--- config.mk ---
export PLATFORM = sky130hd
export DESIGN_NAME = branch_predict_unit_flat
export DESIGN_NICKNAME = d
export VERILOG_FILES = /design/src/rtl/branch_predict_unit_if.sv /design/src/rtl/branch_predict_unit.sv /design/src/flat_wrapper.sv
export SDC_FILE = /design/constraint.sdc
export NUM_CORES = 1
export LEC_CHECK = 0
export ABC_AREA = 0
export BUFFER_PORTS_ARGS = -buffer_cell sky130_fd_sc_hd__buf_4
export CORE_UTILIZATION = 30
export CTS_CLUSTER_SIZE = 40
export DETAILED_ROUTE_END_ITERATION = 12
export SYNTH_ARGS = -nofsm -noshare
export SYNTH_HDL_FRONTEND = slang
export SYNTH_SLANG_ARGS = --single-unit
export TNS_END_PERCENT = 100
--- constraint.sdc ---
create_clock -name clk -period 7.3 [get_ports clk]
set_input_delay 1.46 -clock clk [delete_from_list [all_inputs] [get_ports clk]]
set_output_delay 1.46 -clock clk [all_outputs]
set_load 0.1 [all_outputs]
--- src/rtl/branch_predict_unit_if.sv ---
`default_nettype none
// ============================================================================
//  Module   : branch_predict_unit_if
//  Brief    : Fetch-prediction and execute-resolve bundle of the branch
//             prediction unit. master = pipeline side, slave = predictor.
//  Revision : 1.0  initial release
// ============================================================================
interface branch_predict_unit_if #(
    parameter int XLEN = 32
);
    logic [XLEN-1:0] pred_pc;
    logic            pred_taken;

    logic            res_valid;
    logic            res_flush;
    logic [XLEN-1:0] res_pc;
    logic [XLEN-1:0] res_rs1;
    logic [XLEN-1:0] res_rs2;
    logic [2:0]      res_funct3;
    logic [XLEN-1:0] res_imm;
    logic            res_pred_taken;

    logic            out_valid;
    logic            out_taken;
    logic            out_illegal;
    logic            out_mispredict;
    logic [XLEN-1:0] out_redirect_pc;
    logic [31:0]     mispredict_count;

    modport master (
        output pred_pc, res_valid, res_flush, res_pc, res_rs1, res_rs2,
               res_funct3, res_imm, res_pred_taken,
        input  pred_taken, out_valid, out_taken, out_illegal, out_mispredict,
               out_redirect_pc, mispredict_count
    );

    modport slave (
        input  pred_pc, res_valid, res_flush, res_pc, res_rs1, res_rs2,
               res_funct3, res_imm, res_pred_taken,
        output pred_taken, out_valid, out_taken, out_illegal, out_mispredict,
               out_redirect_pc, mispredict_count
    );
endinterface
`default_nettype wire

--- src/rtl/branch_predict_unit.sv ---
`default_nettype none
// ============================================================================
//  Module   : branch_predict_unit
//  Brief    : Branch condition resolution, redirect/mispredict generation and
//             a PC-indexed BHT of 2-bit saturating counters.
//  Revision : 1.0  initial release
// ============================================================================
module branch_predict_unit #(
    parameter int          XLEN            = 32,
    parameter int          BHT_ENTRIES     = 64,
    parameter int          PIPE            = 1,
    // Value the mispredict counter takes on reset; 0 in normal use.
    parameter logic [31:0] CNT_RESET_VALUE = 32'd0
) (
    input  logic                 clk,
    input  logic                 rst,
    branch_predict_unit_if.slave bus
);

    localparam int c_IDX_W = $clog2(BHT_ENTRIES);

    logic [1:0]         r_bht [BHT_ENTRIES];
    logic [31:0]        r_count;

    logic [c_IDX_W-1:0] w_pred_idx;
    logic [c_IDX_W-1:0] w_res_idx;
    logic               w_taken;
    logic               w_illegal;
    logic               w_fire;
    logic               w_update;
    logic               w_mispredict;
    logic [XLEN-1:0]    w_target;
    logic [XLEN-1:0]    w_fallthrough;
    logic [XLEN-1:0]    w_redirect;
    logic               w_unused_ok;

    assign w_pred_idx    = bus.pred_pc[c_IDX_W+1:2];
    assign w_res_idx     = bus.res_pc[c_IDX_W+1:2];
    assign w_target      = bus.res_pc + bus.res_imm;
    assign w_fallthrough = bus.res_pc + XLEN'(4);
    assign w_redirect    = w_taken ? w_target : w_fallthrough;

    // Bits of the fetch PC that do not take part in the table index.
    assign w_unused_ok   = &{1'b0, bus.pred_pc[XLEN-1:c_IDX_W+2], bus.pred_pc[1:0]};

    // Prediction is the MSB of the indexed counter; no bypass of same-cycle writes.
    assign bus.pred_taken = r_bht[w_pred_idx][1];

    // Branch condition decode; reserved funct3 codes resolve as not taken.
    always_comb begin
        w_taken   = 1'b0;
        w_illegal = 1'b0;
        case (bus.res_funct3)
            3'b000:  w_taken = (bus.res_rs1 == bus.res_rs2);
            3'b001:  w_taken = (bus.res_rs1 != bus.res_rs2);
            3'b100:  w_taken = ($signed(bus.res_rs1) <  $signed(bus.res_rs2));
            3'b101:  w_taken = ($signed(bus.res_rs1) >= $signed(bus.res_rs2));
            3'b110:  w_taken = (bus.res_rs1 <  bus.res_rs2);
            3'b111:  w_taken = (bus.res_rs1 >= bus.res_rs2);
            default: w_illegal = 1'b1;
        endcase
    end

    assign w_fire       = bus.res_valid & ~bus.res_flush;
    assign w_update     = w_fire & ~w_illegal;
    assign w_mispredict = ~w_illegal & (w_taken != bus.res_pred_taken);

    // BHT training: saturating increment on taken, decrement on not taken.
    always_ff @(posedge clk or posedge rst) begin
        if (rst) begin
            for (int i = 0; i < BHT_ENTRIES; i++) begin
                r_bht[i] <= 2'b01;
            end
        end else if (w_update) begin
            if (w_taken) begin
                if (r_bht[w_res_idx] != 2'b11) r_bht[w_res_idx] <= r_bht[w_res_idx] + 2'b01;
            end else begin
                if (r_bht[w_res_idx] != 2'b00) r_bht[w_res_idx] <= r_bht[w_res_idx] - 2'b01;
            end
        end
    end

    // Mispredict counter, sticks at all-ones instead of wrapping.
    always_ff @(posedge clk or posedge rst) begin
        if (rst) begin
            r_count <= CNT_RESET_VALUE;
        end else if (w_update && w_mispredict && (r_count != 32'hFFFF_FFFF)) begin
            r_count <= r_count + 32'd1;
        end
    end

    assign bus.mispredict_count = r_count;

    generate
        if (PIPE == 0) begin : g_comb
            assign bus.out_valid       = w_fire;
            assign bus.out_taken       = w_taken;
            assign bus.out_illegal     = w_illegal;
            assign bus.out_mispredict  = w_mispredict;
            assign bus.out_redirect_pc = w_redirect;
        end else begin : g_pipe
            logic            r_out_valid;
            logic            r_out_taken;
            logic            r_out_illegal;
            logic            r_out_mispredict;
            logic [XLEN-1:0] r_out_redirect_pc;

            // Result register: flags clear when idle, redirect PC holds.
            always_ff @(posedge clk or posedge rst) begin
                if (rst) begin
                    r_out_valid       <= 1'b0;
                    r_out_taken       <= 1'b0;
                    r_out_illegal     <= 1'b0;
                    r_out_mispredict  <= 1'b0;
                    r_out_redirect_pc <= '0;
                end else begin
                    r_out_valid      <= w_fire;
                    r_out_taken      <= w_fire & w_taken;
                    r_out_illegal    <= w_fire & w_illegal;
                    r_out_mispredict <= w_fire & w_mispredict;
                    if (w_fire) r_out_redirect_pc <= w_redirect;
                end
            end

            assign bus.out_valid       = r_out_valid;
            assign bus.out_taken       = r_out_taken;
            assign bus.out_illegal     = r_out_illegal;
            assign bus.out_mispredict  = r_out_mispredict;
            assign bus.out_redirect_pc = r_out_redirect_pc;
        end
    endgenerate

endmodule
`default_nettype wire

--- src/flat_wrapper.sv ---
// flat-port wrapper written by rule: the top's interface ports become plain ports
module branch_predict_unit_flat 
#(
    parameter int          XLEN            = 32,
    parameter int          BHT_ENTRIES     = 64,
    parameter int          PIPE            = 1,
                                                                    
    parameter logic [31:0] CNT_RESET_VALUE = 32'd0
)
  (clk, rst, bus_pred_pc, bus_res_valid, bus_res_flush, bus_res_pc, bus_res_rs1, bus_res_rs2, bus_res_funct3, bus_res_imm, bus_res_pred_taken, bus_pred_taken, bus_out_valid, bus_out_taken, bus_out_illegal, bus_out_mispredict, bus_out_redirect_pc, bus_mispredict_count);
  branch_predict_unit_if #(.XLEN(XLEN)) bus_i ();
  input  logic clk;
  input  logic rst;
  input wire logic [$bits(bus_i.pred_pc)-1:0] bus_pred_pc;
  input wire logic [$bits(bus_i.res_valid)-1:0] bus_res_valid;
  input wire logic [$bits(bus_i.res_flush)-1:0] bus_res_flush;
  input wire logic [$bits(bus_i.res_pc)-1:0] bus_res_pc;
  input wire logic [$bits(bus_i.res_rs1)-1:0] bus_res_rs1;
  input wire logic [$bits(bus_i.res_rs2)-1:0] bus_res_rs2;
  input wire logic [$bits(bus_i.res_funct3)-1:0] bus_res_funct3;
  input wire logic [$bits(bus_i.res_imm)-1:0] bus_res_imm;
  input wire logic [$bits(bus_i.res_pred_taken)-1:0] bus_res_pred_taken;
  output wire logic [$bits(bus_i.pred_taken)-1:0] bus_pred_taken;
  output wire logic [$bits(bus_i.out_valid)-1:0] bus_out_valid;
  output wire logic [$bits(bus_i.out_taken)-1:0] bus_out_taken;
  output wire logic [$bits(bus_i.out_illegal)-1:0] bus_out_illegal;
  output wire logic [$bits(bus_i.out_mispredict)-1:0] bus_out_mispredict;
  output wire logic [$bits(bus_i.out_redirect_pc)-1:0] bus_out_redirect_pc;
  output wire logic [$bits(bus_i.mispredict_count)-1:0] bus_mispredict_count;
  assign bus_i.pred_pc = bus_pred_pc;
  assign bus_i.res_valid = bus_res_valid;
  assign bus_i.res_flush = bus_res_flush;
  assign bus_i.res_pc = bus_res_pc;
  assign bus_i.res_rs1 = bus_res_rs1;
  assign bus_i.res_rs2 = bus_res_rs2;
  assign bus_i.res_funct3 = bus_res_funct3;
  assign bus_i.res_imm = bus_res_imm;
  assign bus_i.res_pred_taken = bus_res_pred_taken;
  assign bus_pred_taken = bus_i.pred_taken;
  assign bus_out_valid = bus_i.out_valid;
  assign bus_out_taken = bus_i.out_taken;
  assign bus_out_illegal = bus_i.out_illegal;
  assign bus_out_mispredict = bus_i.out_mispredict;
  assign bus_out_redirect_pc = bus_i.out_redirect_pc;
  assign bus_mispredict_count = bus_i.mispredict_count;
  branch_predict_unit #(.XLEN(XLEN), .BHT_ENTRIES(BHT_ENTRIES), .PIPE(PIPE), .CNT_RESET_VALUE(CNT_RESET_VALUE)) u_core (.clk(clk), .rst(rst), .bus(bus_i));
endmodule
==> impl_metrics.py, run 1 <==
metrics = {
    "grt": {
        "grt_max_degree": 126,
        "antenna_found_initial": 0,
        "grt_pass1_vias": 12700,
        "track_usage": 0.192,
        "grt_overflow": 0,
        "grt_pass1_wl_mm": 72.0,
    },
    "power_and_ir_drop": {
        "p_seq_frac": 0.369,
        "power.density_mw_per_mm2": 206,
        "p_total_w": 0.00345,
        "p_leak_nw": 7.08,
        "ir_drop_mv": 0.186,
        "p_comb_frac": 0.342,
        "p_clk_frac": 0.289,
        "power.share.switching": 0.416,
        "power.internal_w": 0.00202,
        "switching_power_w": 0.00144,
    },
    "floorplanning": {
        "start_util": 0.307,
        "rows": 78,
        "die_w_um": 218,
        "chipHeight_um": 218,
        "die-area_mm2": 0.0476,
        "ios": 237,
        "core_area_mm2": 0.0457,
    },
    "sta": {
        "period_needed_ps": 5670,
        "fmax_mhz": 176,
        "rsz0062_at_grt": "false",
        "clock_skew_ps": 19.0,
        "timing.slew.headroom": 0.220,
        "tns_ps": 0,
        "setup_violations": 0,
        "max_slew.worst_pin.slew_ps": 1160,
        "final_max_slew_viol_count": 0,
        "fin_crit_sh": 0.777,
        "hold_viol": 0,
    },
    "min_path": {
        "min_to": "u_core.bus.out_redirect_pc[27]",
        "holdCritStartpoint": "u_core.bus.out_redirect_pc[27]",
        "hp-class": "reg2reg",
        "hold_depth": 2,
    },
    "routing": {
        "drt-wirelength-per-cell_um": 20.0,
        "wl_mm": 45.9,
        "ant_nets": 0,
        "vias": 12800,
        "first_pass_iters": 6,
        "viasPerCell": 5.56,
        "drt_iter0_markers": 1051,
        "drc_errors": 0,
    },
    "synth": {
        "synth_cell_types": 89,
        "synth_edf_count": 0,
        "yosysSeqAreaShare": 0.356,
        "syn_area_per_cell_um2": 9.15,
        "synth_ff_type": "dfrtp_1",
        "synth_area_mm2": 0.0140,
        "synthCells": 1531,
        "syn_nets": 1767,
        "synth_warnings": 0,
        "synthArstFlopShare": 1.00,
        "ys_ff_latch": 196,
    },
    "setup_path": {
        "endpoint_kind": "register",
        "setup.worst_path.class": "in2reg",
        "timing.reg2reg.setup_slack_ps": 2900,
        "worstRegToRegCells": 12,
        "arrival_ps": 5960,
        "cp.required_ps": 7590,
        "worstSetupStartpoint": "bus_res_pc[2]",
        "start_kind": "primary input",
        "timing.rr.end": "u_core.r_bht[105]",
        "cp_max_fo": 65,
    },
    "place": {
        "port_buffers": 210,
        "placed_area_mm2": 0.0161,
        "dpl.hpwl_mm": 31.4,
        "gp_congestion": 0.893,
    },
    "clock_network": {
        "ctsHtreeMaxLevel": 4,
        "numCtsBuffers": 17,
        "post_cts_buffers": 0,
        "cts_tree": "yes",
        "clk_pin_slew_worst_paths_ps": 80,
        "ctsHoldBuffers": 0,
        "ctsResizeCount": 0,
        "clock_latency_ps": 460,
        "cts_max_path_buffers": 2,
        "cts.sinks": 196,
        "root_buffer": "clkbuf_16",
    },
    "job": {
        "cap_violations": 0,
    },
    "cells_and_area": {
        "layout-drive-gt1-share": 0.269,
        "diodes": 0,
        "final_common_cell": "buf_4",
        "layout_common_cells": "buf_4 (229), dfrtp_1 (132), nor2_1 (130)",
        "final_area_mm2": 0.0167,
        "fin_nets": 1920,
        "area_growth_syn_to_layout_pct": 19.5,
    },
    "outcome": {
        "status": "complete, no violations",
    },
}
## worst max path at each step
stage | to | depth (start not counted)
2_1_floorplan | u_core.bus.mispredict_count[0] | 1
3_3_place_gp | u_core.r_bht[109] | 15
3_5_place_dp | u_core.r_bht[107] | 15
4_1_cts | u_core.r_bht[105] | 15
5_1_grt | u_core.r_bht[107] | 15
6_report | u_core.r_bht[105] | 15
## routing by layer
layer | vias up | share of wire | track usage
li1 | 5969 | - | -
met1 | 6249 | 0.44 | 0.259
met4 | 0 | 0.020 | 0.0555
met2 | 496 | 0.47 | 0.313
met3 | 66 | 0.066 | 0.0351
met5 | - | 0 | 0
## Yosys cell counts (all sizes together) (8+ instances only)
| cell type | count | area share |
|---|---|---|
| buf | 17 | 0.0072 |
| o21bai | 17 | 0.0091 |
| or3 | 8 | 0.0039 |
| mux4 | 21 | 0.034 |
| o22ai | 26 | 0.012 |
| and3 | 18 | 0.0080 |
| o211ai | 10 | 0.0054 |
| nand2 | 127 | 0.034 |
| inv | 62 | 0.017 |
| o311a | 12 | 0.0086 |
| a211oi | 24 | 0.013 |
| a31oi | 18 | 0.0091 |
| nand3 | 43 | 0.016 |
| xor2 | 50 | 0.031 |
| nand4 | 25 | 0.012 |
| xnor2 | 39 | 0.024 |
| nor4 | 14 | 0.011 |
| mux2 | 69 | 0.055 |
| o21ai | 73 | 0.026 |
| nor2 | 133 | 0.037 |
| and2 | 19 | 0.0085 |
| a32oi | 8 | 0.0050 |
| nor3 | 50 | 0.022 |
| nor2b | 20 | 0.0089 |
| clkbuf | 78 | 0.021 |
| ha | 67 | 0.060 |
| a21o | 16 | 0.0086 |
| a22oi | 44 | 0.024 |
| a221oi | 17 | 0.011 |
| dfstp | 64 | 0.12 |
| dfrtp | 132 | 0.24 |
| a21oi | 123 | 0.044 |
## per-stage QoR
step / setup slack, ps / utilization / instances / hold slack (ps)
after detailed placement: 1250 / 0.353 / 2265 / 462
after CTS: 1670 / 0.367 / 2297 / 483
after floorplan: 605 / - / 1531 / 493
after global routing: 1280 / 0.367 / 2297 / 509
final: 1630 / 0.367 / 2297 / 476
after global placement: 1280 / 0.353 / 2265 / 457
## cells by family (layout without fill, tap and decap cells)
logic type      count (synthesis)  count (layout)  synth area share
fa+ha+maj                      68              68            0.0613
mux                            92              92            0.0907
xor+xnor                       89              89            0.0557
compound gates                448             448             0.217
buf+inv                       158             324            0.0450
simple gates                  480             480             0.175
flops                         196             196             0.356
## critical path, stage by stage
cell and delay, ps:
buf_4 200, nor2b_1 190, and2_1 450, a222oi_1 330, o221ai_1 160, o21ai_0 170
nor2_1 60, a311o_1 390, a21oi_4 170, buf_4 510, ha_2 510, nor4_1 450
o21ai_0 450, o21ai_0 320, o21ai_0 140
## final cells by class
type	count	area [um2]
clock buffer	18	439
clock inverter	14	175
fill	4674	28900
inverter	63	244
multi-input combinational	1177	8430
sequential	196	4980
tap	600	751
timing repair buffer	229	1720
## power groups by stage
stage | registers (W) | clock network [W] | logic [W]
CTS | 0.00128 | 0.00102 | 0.00118
global route | 0.00129 | 0.00106 | 0.00125
global placement | 0.00129 | 0 | 0.00117
detailed placement | 0.00129 | 0 | 0.00118
floorplan | 0.00167 | 0 | 0.000470
finish | 0.00128 | 0.000998 | 0.00118
Power figures use the tool's default switching activity.
==> run 2: changes to the inputs <==
Clock period 7.3 ns to 5.5 ns, I/O delays scaled along.
==> run 2 against run 1 <==
Power up 33%; critical path type unchanged; die area unchanged; combinational power up 33%; final cell count rose by 1.0%; hold slack got worse by 8.9 ps; core utilization grew 0.44 points; sequential cell count unchanged.
==> impl_metrics.py, run 2 (synthesis results as in run 1) <==
metrics = {
    "setup_path": {
        "timing.reg2reg.setup_slack_ps": 1560,
        "path_depth": 18,
        "critical_path_buf_inv_count": 4,
        "cp_max_fo": 21,
        "crit_family": "simple AND/OR/NAND/NOR gates",
        "endpoint_kind": "register",
        "timing.rr.end": "u_core.r_bht[83]",
        "setup.worst_path.class": "in2reg",
        "slowest_stage": "nor2b_1",
        "crit_chain": "buf_4 -> nor2b_1 -> and2_1 -> buf_4 -> a222oi_1 -> o221ai_1 -> o21ai_0 -> nor2_1 -> a311o_1 -> a21oi_4 -> inv_1 -> ha_1 -> nor2_1 -> nand2_1 -> nor3_4 -> buf_4 -> nor2b_1 -> a221oi_1",
        "arrival_ps": 5210,
        "cp.required_ps": 5790,
        "max_stage_delay_ps": 520,
        "start_kind": "primary input",
        "crit_top_cell": "buf_4",
        "worstRegToRegCells": 14,
    },
    "outcome": {
        "status": "complete, no violations",
    },
    "cells_and_area": {
        "ff_latch_area_mm2": 0.00498,
        "final_common_cell": "buf_4",
        "fin_nets": 1944,
        "nFillCells": 4612,
        "final_area_mm2": 0.0169,
        "area_growth_syn_to_layout_pct": 21.0,
        "multi_input_area_mm2": 0.00842,
        "diodes": 0,
        "layout-drive-gt1-share": 0.278,
        "layout_common_cells": "buf_4 (251), nor2_1 (132), dfrtp_1 (132)",
    },
    "sta": {
        "tns_ps": 0,
        "fin_crit_sh": 0.895,
        "whs_ps": 467,
        "final_max_slew_viol_count": 0,
        "hold_viol": 0,
        "clock_skew_ps": 18.1,
        "timing.slew.headroom": 0.273,
        "period_needed_ps": 4920,
        "rsz0062_at_grt": "false",
        "finalWorstSetupSlack_ps": 576,
        "setup_violations": 0,
        "fmax_mhz": 203,
        "max_slew.worst_pin.slew_ps": 1090,
    },
    "clock_network": {
        "root_buffer": "clkbuf_16",
        "cts_max_path_buffers": 2,
        "clk_pin_slew_worst_paths_ps": 90,
        "cts_tree": "yes",
        "clock_latency_ps": 470,
        "cts.sinks": 196,
        "ctsResizeCount": 0,
        "numCtsBuffers": 17,
        "ctsHtreeMaxLevel": 4,
        "post_cts_buffers": 0,
        "ctsHoldBuffers": 0,
    },
    "job": {
        "cap_violations": 0,
    },
    "place": {
        "gp_congestion": 0.863,
        "dpl.hpwl_mm": 32.0,
        "port_buffers": 210,
        "pre_cts_slack_ps": 209,
        "placed_area_mm2": 0.0163,
    },
    "floorplanning": {
        "chipHeight_um": 218,
        "die-area_mm2": 0.0476,
        "die_w_um": 218,
        "ios": 237,
        "rows": 78,
        "core_area_mm2": 0.0457,
        "start_util": 0.307,
    },
    "grt": {
        "track_usage": 0.192,
        "grt_overflow": 0,
        "grt_max_degree": 177,
        "grt_pass1_wl_mm": 71.8,
        "antenna_found_initial": 0,
        "grt_pass1_vias": 12900,
    },
    "power_and_ir_drop": {
        "power.density_mw_per_mm2": 272,
        "ir_drop_mv": 0.377,
        "p_leak_nw": 7.20,
        "p_total_w": 0.00461,
    },
    "routing": {
        "first_pass_iters": 5,
        "viasPerCell": 5.58,
        "drt-wirelength-per-cell_um": 19.5,
        "wl_mm": 45.1,
        "ant_nets": 0,
        "vias": 12900,
        "drt_iter0_markers": 1115,
        "drc_errors": 0,
    },
    "min_path": {
        "holdCritStartpoint": "u_core.bus.out_redirect_pc[27]",
        "hp-class": "reg2reg",
        "hold_depth": 2,
        "min_to": "u_core.bus.out_redirect_pc[27]",
    },
}
-- run 2: cell types whose count changed in the layout (fill, tap and decap cells not counted), moves of 2 or more --
cell	previous run	this run
inv_8	7	4
inv_12	0	2
clkinv_4	3	1
nor2_1	130	132
nor2_2	2	0
buf_4	229	251
buf_12	0	2
inv_6	0	3
-- run 2: through the flow --
step                instances  utilization
floorplan                1531            -
global placement         2289        0.357
detailed placement       2289        0.357
CTS                      2321        0.371
global route             2321        0.371
finish                   2321        0.371
-- run 2: cell type report --
type / count / area share
tap: 600 / 0.0443
inverter: 63 / 0.0142
sequential: 196 / 0.294
multi-input combinational: 1177 / 0.497
clock inverter: 15 / 0.0114
timing repair buffer: 253 / 0.114
clock buffer: 17 / 0.0251
-- run 2: worst min-delay path, cell delays in order, from the launching register on --
cell	delay, ps
dfrtp_1	350
nand2_1	50
nand2_1	40
-- run 2: worst max path at each step --
stage,from,end,slack [ps]
finish,bus_res_pc[2],u_core.r_bht[83],580
global route,bus_res_pc[2],u_core.r_bht[81],400
CTS,bus_res_pc[2],u_core.r_bht[83],710
detailed placement,bus_res_pc[2],u_core.r_bht[83],210
global placement,bus_res_pc[2],u_core.r_bht[81],260
floorplan,bus_res_pc[2],register,330
-- run 2: where the power goes --
group / internal (W) / leakage, nW / switching, W
clock network: 0.000628 / 0.300 / 0.000710
registers: 0.00160 / 2.41 / 0.0000995
logic: 0.000463 / 4.49 / 0.00111
-- run 2: metal layers --
| layer | part of all wire | up-vias | GRT usage | wire length (um) |
|---|---|---|---|---|
| met5 | 0 | - | 0 | 0 |
| met4 | 0.034 | 0 | 0.0825 | 1540 |
| met3 | 0.062 | 97 | 0.0296 | 2810 |
| met2 | 0.46 | 508 | 0.306 | 20900 |
| met1 | 0.44 | 6330 | 0.257 | 19900 |
| li1 | - | 6005 | - | - |
==> run 3: changes to the inputs <==
Settings changed: BUFFER_PORTS_ARGS -buffer_cell sky130_fd_sc_hd__buf_4 to default, CORE_MARGIN from default to 4, DONT_BUFFER_PORTS from default to 1.
Clock period 5.5 ns to 4.92 ns, I/O delays scaled along.
==> run 3 against run 2 <==
Combinational power shrank 31%; die area increased by 5.6%; first-iteration DRC count is 1.9% higher; sequential cell count unchanged; worst setup slack improved by 110 ps; routed wire length down 0.63%; power grew 8.3%; global-route usage is 1.8 points lower; final cell count down 8.2%; clock-buffer cell count did not move; hold slack got worse by 14 ps; via count is 4.9% lower; critical path type unchanged; critical endpoint is now u_core.r_bht[87]; largest power group unchanged.
==> impl_metrics.py, run 3 (synthesis results as in run 1) <==
metrics = {
    "outcome": {
        "status": "complete, no violations",
    },
    "setup_path": {
        "start_kind": "primary input",
        "cp_max_fo": 21,
        "setup.worst_path.class": "in2reg",
        "arrival_ps": 4540,
        "cp.required_ps": 5230,
        "endpoint_kind": "register",
        "worstSetupStartpoint": "bus_res_pc[2]",
    },
    "power_and_ir_drop": {
        "p_seq_frac": 0.472,
        "ir_drop_mv": 0.348,
        "switching_power_w": 0.00211,
        "power.internal_w": 0.00288,
        "p_clk_frac": 0.312,
        "p_leak_nw": 6.29,
        "p_comb_frac": 0.216,
        "power.share.switching": 0.423,
        "power.density_mw_per_mm2": 321,
        "p_total_w": 0.00499,
    },
    "cells_and_area": {
        "final_common_cell": "dfrtp_1",
        "area_growth_syn_to_layout_pct": 11.1,
        "layout-drive-gt1-share": 0.188,
        "layout_common_cells": "dfrtp_1 (132), nor2_1 (131), nand2_1 (127)",
        "diodes": 0,
        "fin_nets": 1754,
        "final_util": 0.340,
    },
    "sta": {
        "tns_ps": 0,
        "hold_viol": 0,
        "rsz0062_at_grt": "false",
        "max_slew.worst_pin.slew_ps": 1060,
        "final_max_slew_viol_count": 0,
        "clock_skew_ps": 18.5,
        "setup_violations": 0,
        "fin_crit_sh": 0.860,
        "fmax_mhz": 236,
        "period_needed_ps": 4230,
        "timing.slew.headroom": 0.293,
    },
    "clock_network": {
        "cts_tree": "yes",
        "clk_pin_slew_worst_paths_ps": 90,
        "post_cts_buffers": 0,
        "clock_latency_ps": 480,
        "ctsHtreeMaxLevel": 4,
        "cts.sinks": 196,
        "root_buffer": "clkbuf_16",
        "cts_max_path_buffers": 2,
        "ctsResizeCount": 0,
        "ctsHoldBuffers": 0,
        "numCtsBuffers": 17,
    },
    "routing": {
        "vias": 12300,
        "wl_mm": 44.9,
        "drc_errors": 0,
        "ant_nets": 0,
        "drt-wirelength-per-cell_um": 21.1,
        "drt_iter0_markers": 1136,
        "first_pass_iters": 5,
        "viasPerCell": 5.78,
    },
    "grt": {
        "antenna_found_initial": 0,
        "grt_overflow": 0,
        "track_usage": 0.174,
        "grt_pass1_wl_mm": 69.3,
        "grt_pass1_vias": 11800,
        "grt_max_degree": 88,
    },
    "floorplanning": {
        "die-area_mm2": 0.0502,
        "chipHeight_um": 224,
        "ios": 237,
        "start_util": 0.306,
        "die_w_um": 224,
        "rows": 78,
        "core_area_mm2": 0.0458,
    },
    "place": {
        "dpl.hpwl_mm": 31.9,
        "port_buffers": 0,
        "gp_congestion": 0.873,
    },
    "job": {
        "cap_violations": 0,
    },
    "min_path": {
        "hp-class": "in2async",
    },
}
run 3: cell count changes in the layout (fill, tap and decap cells not counted), sizes merged:
cell	change
inv	+3
buf	-190
clkinv	-3
run 3: layer usage:
| layer | vias to the layer above | GRT usage | part of all wire |
|---|---|---|---|
| met2 | 568 | 0.278 | 0.46 |
| met3 | 88 | 0.0537 | 0.095 |
| met5 | - | 0 | 0 |
| li1 | 5646 | - | - |
| met1 | 6005 | 0.223 | 0.41 |
| met4 | 0 | 0.0604 | 0.029 |
run 3: per-stage QoR:
| stage | instance area [um2] | worst slack (ps) | std cells | hold slack (ps) |
|---|---|---|---|---|
| 3_5_place_dp | 14900 | 247 | 2099 | 516 |
| 2_1_floorplan | 14000 | 23.2 | 1531 | 493 |
| 6_report | 15600 | 689 | 2131 | 453 |
| 5_1_grt | 15600 | 357 | 2131 | 480 |
| 4_1_cts | 15600 | 731 | 2131 | 454 |
| 3_3_place_gp | 14900 | 279 | 2099 | 514 |
run 3: worst paths after layout:
| check | endpoint | slack [ps] | cells past startpoint |
|---|---|---|---|
| worst min register to register | u_core.r_bht[99] | 540 | 2 |
| worst max register to register | u_core.r_bht[87] | 930 | 14 |
| min in group clk | u_core.r_bht[99] | 540 | 2 |
| worst min-delay path | u_core.bus.mispredict_count[7] | 450 | 1 |
| worst max-delay path | u_core.r_bht[87] | 690 | 16 |
| max in group asynchronous | u_core.r_bht[47] | 3560 | 2 |
run 3: worst max-delay path: stages:
cell and delay (ps):
nand2_1 70, nor2_1 190, a222oi_1 390, o221ai_1 160, o21ai_0 170, nor2_1 60
a311o_1 360, a21oi_4 290, inv_1 80, ha_1 250, nor2_2 250, nand2_1 140
nor3_4 170, buf_4 190, nor2b_1 550, a221oi_1 210
run 3: layout make-up:
cell class / instances / area, um2
Multi-Input combinational cell: 1177 / 8420
Inverter: 63 / 240
Clock buffer: 17 / 425
Tap cell: 600 / 751
Clock inverter: 15 / 224
Sequential cell: 196 / 4980
Fill cell: 4633 / 30200
Timing Repair Buffer: 63 / 510
run 3: power groups by stage:
stage          Clock [W]  Combinational [W]  Sequential [W]
2_1_floorplan          0           0.000699         0.00248
3_3_place_gp           0            0.00105         0.00238
3_5_place_dp           0            0.00107         0.00239
4_1_cts          0.00159            0.00108         0.00236
5_1_grt          0.00165            0.00119         0.00237
6_report         0.00156            0.00108         0.00235
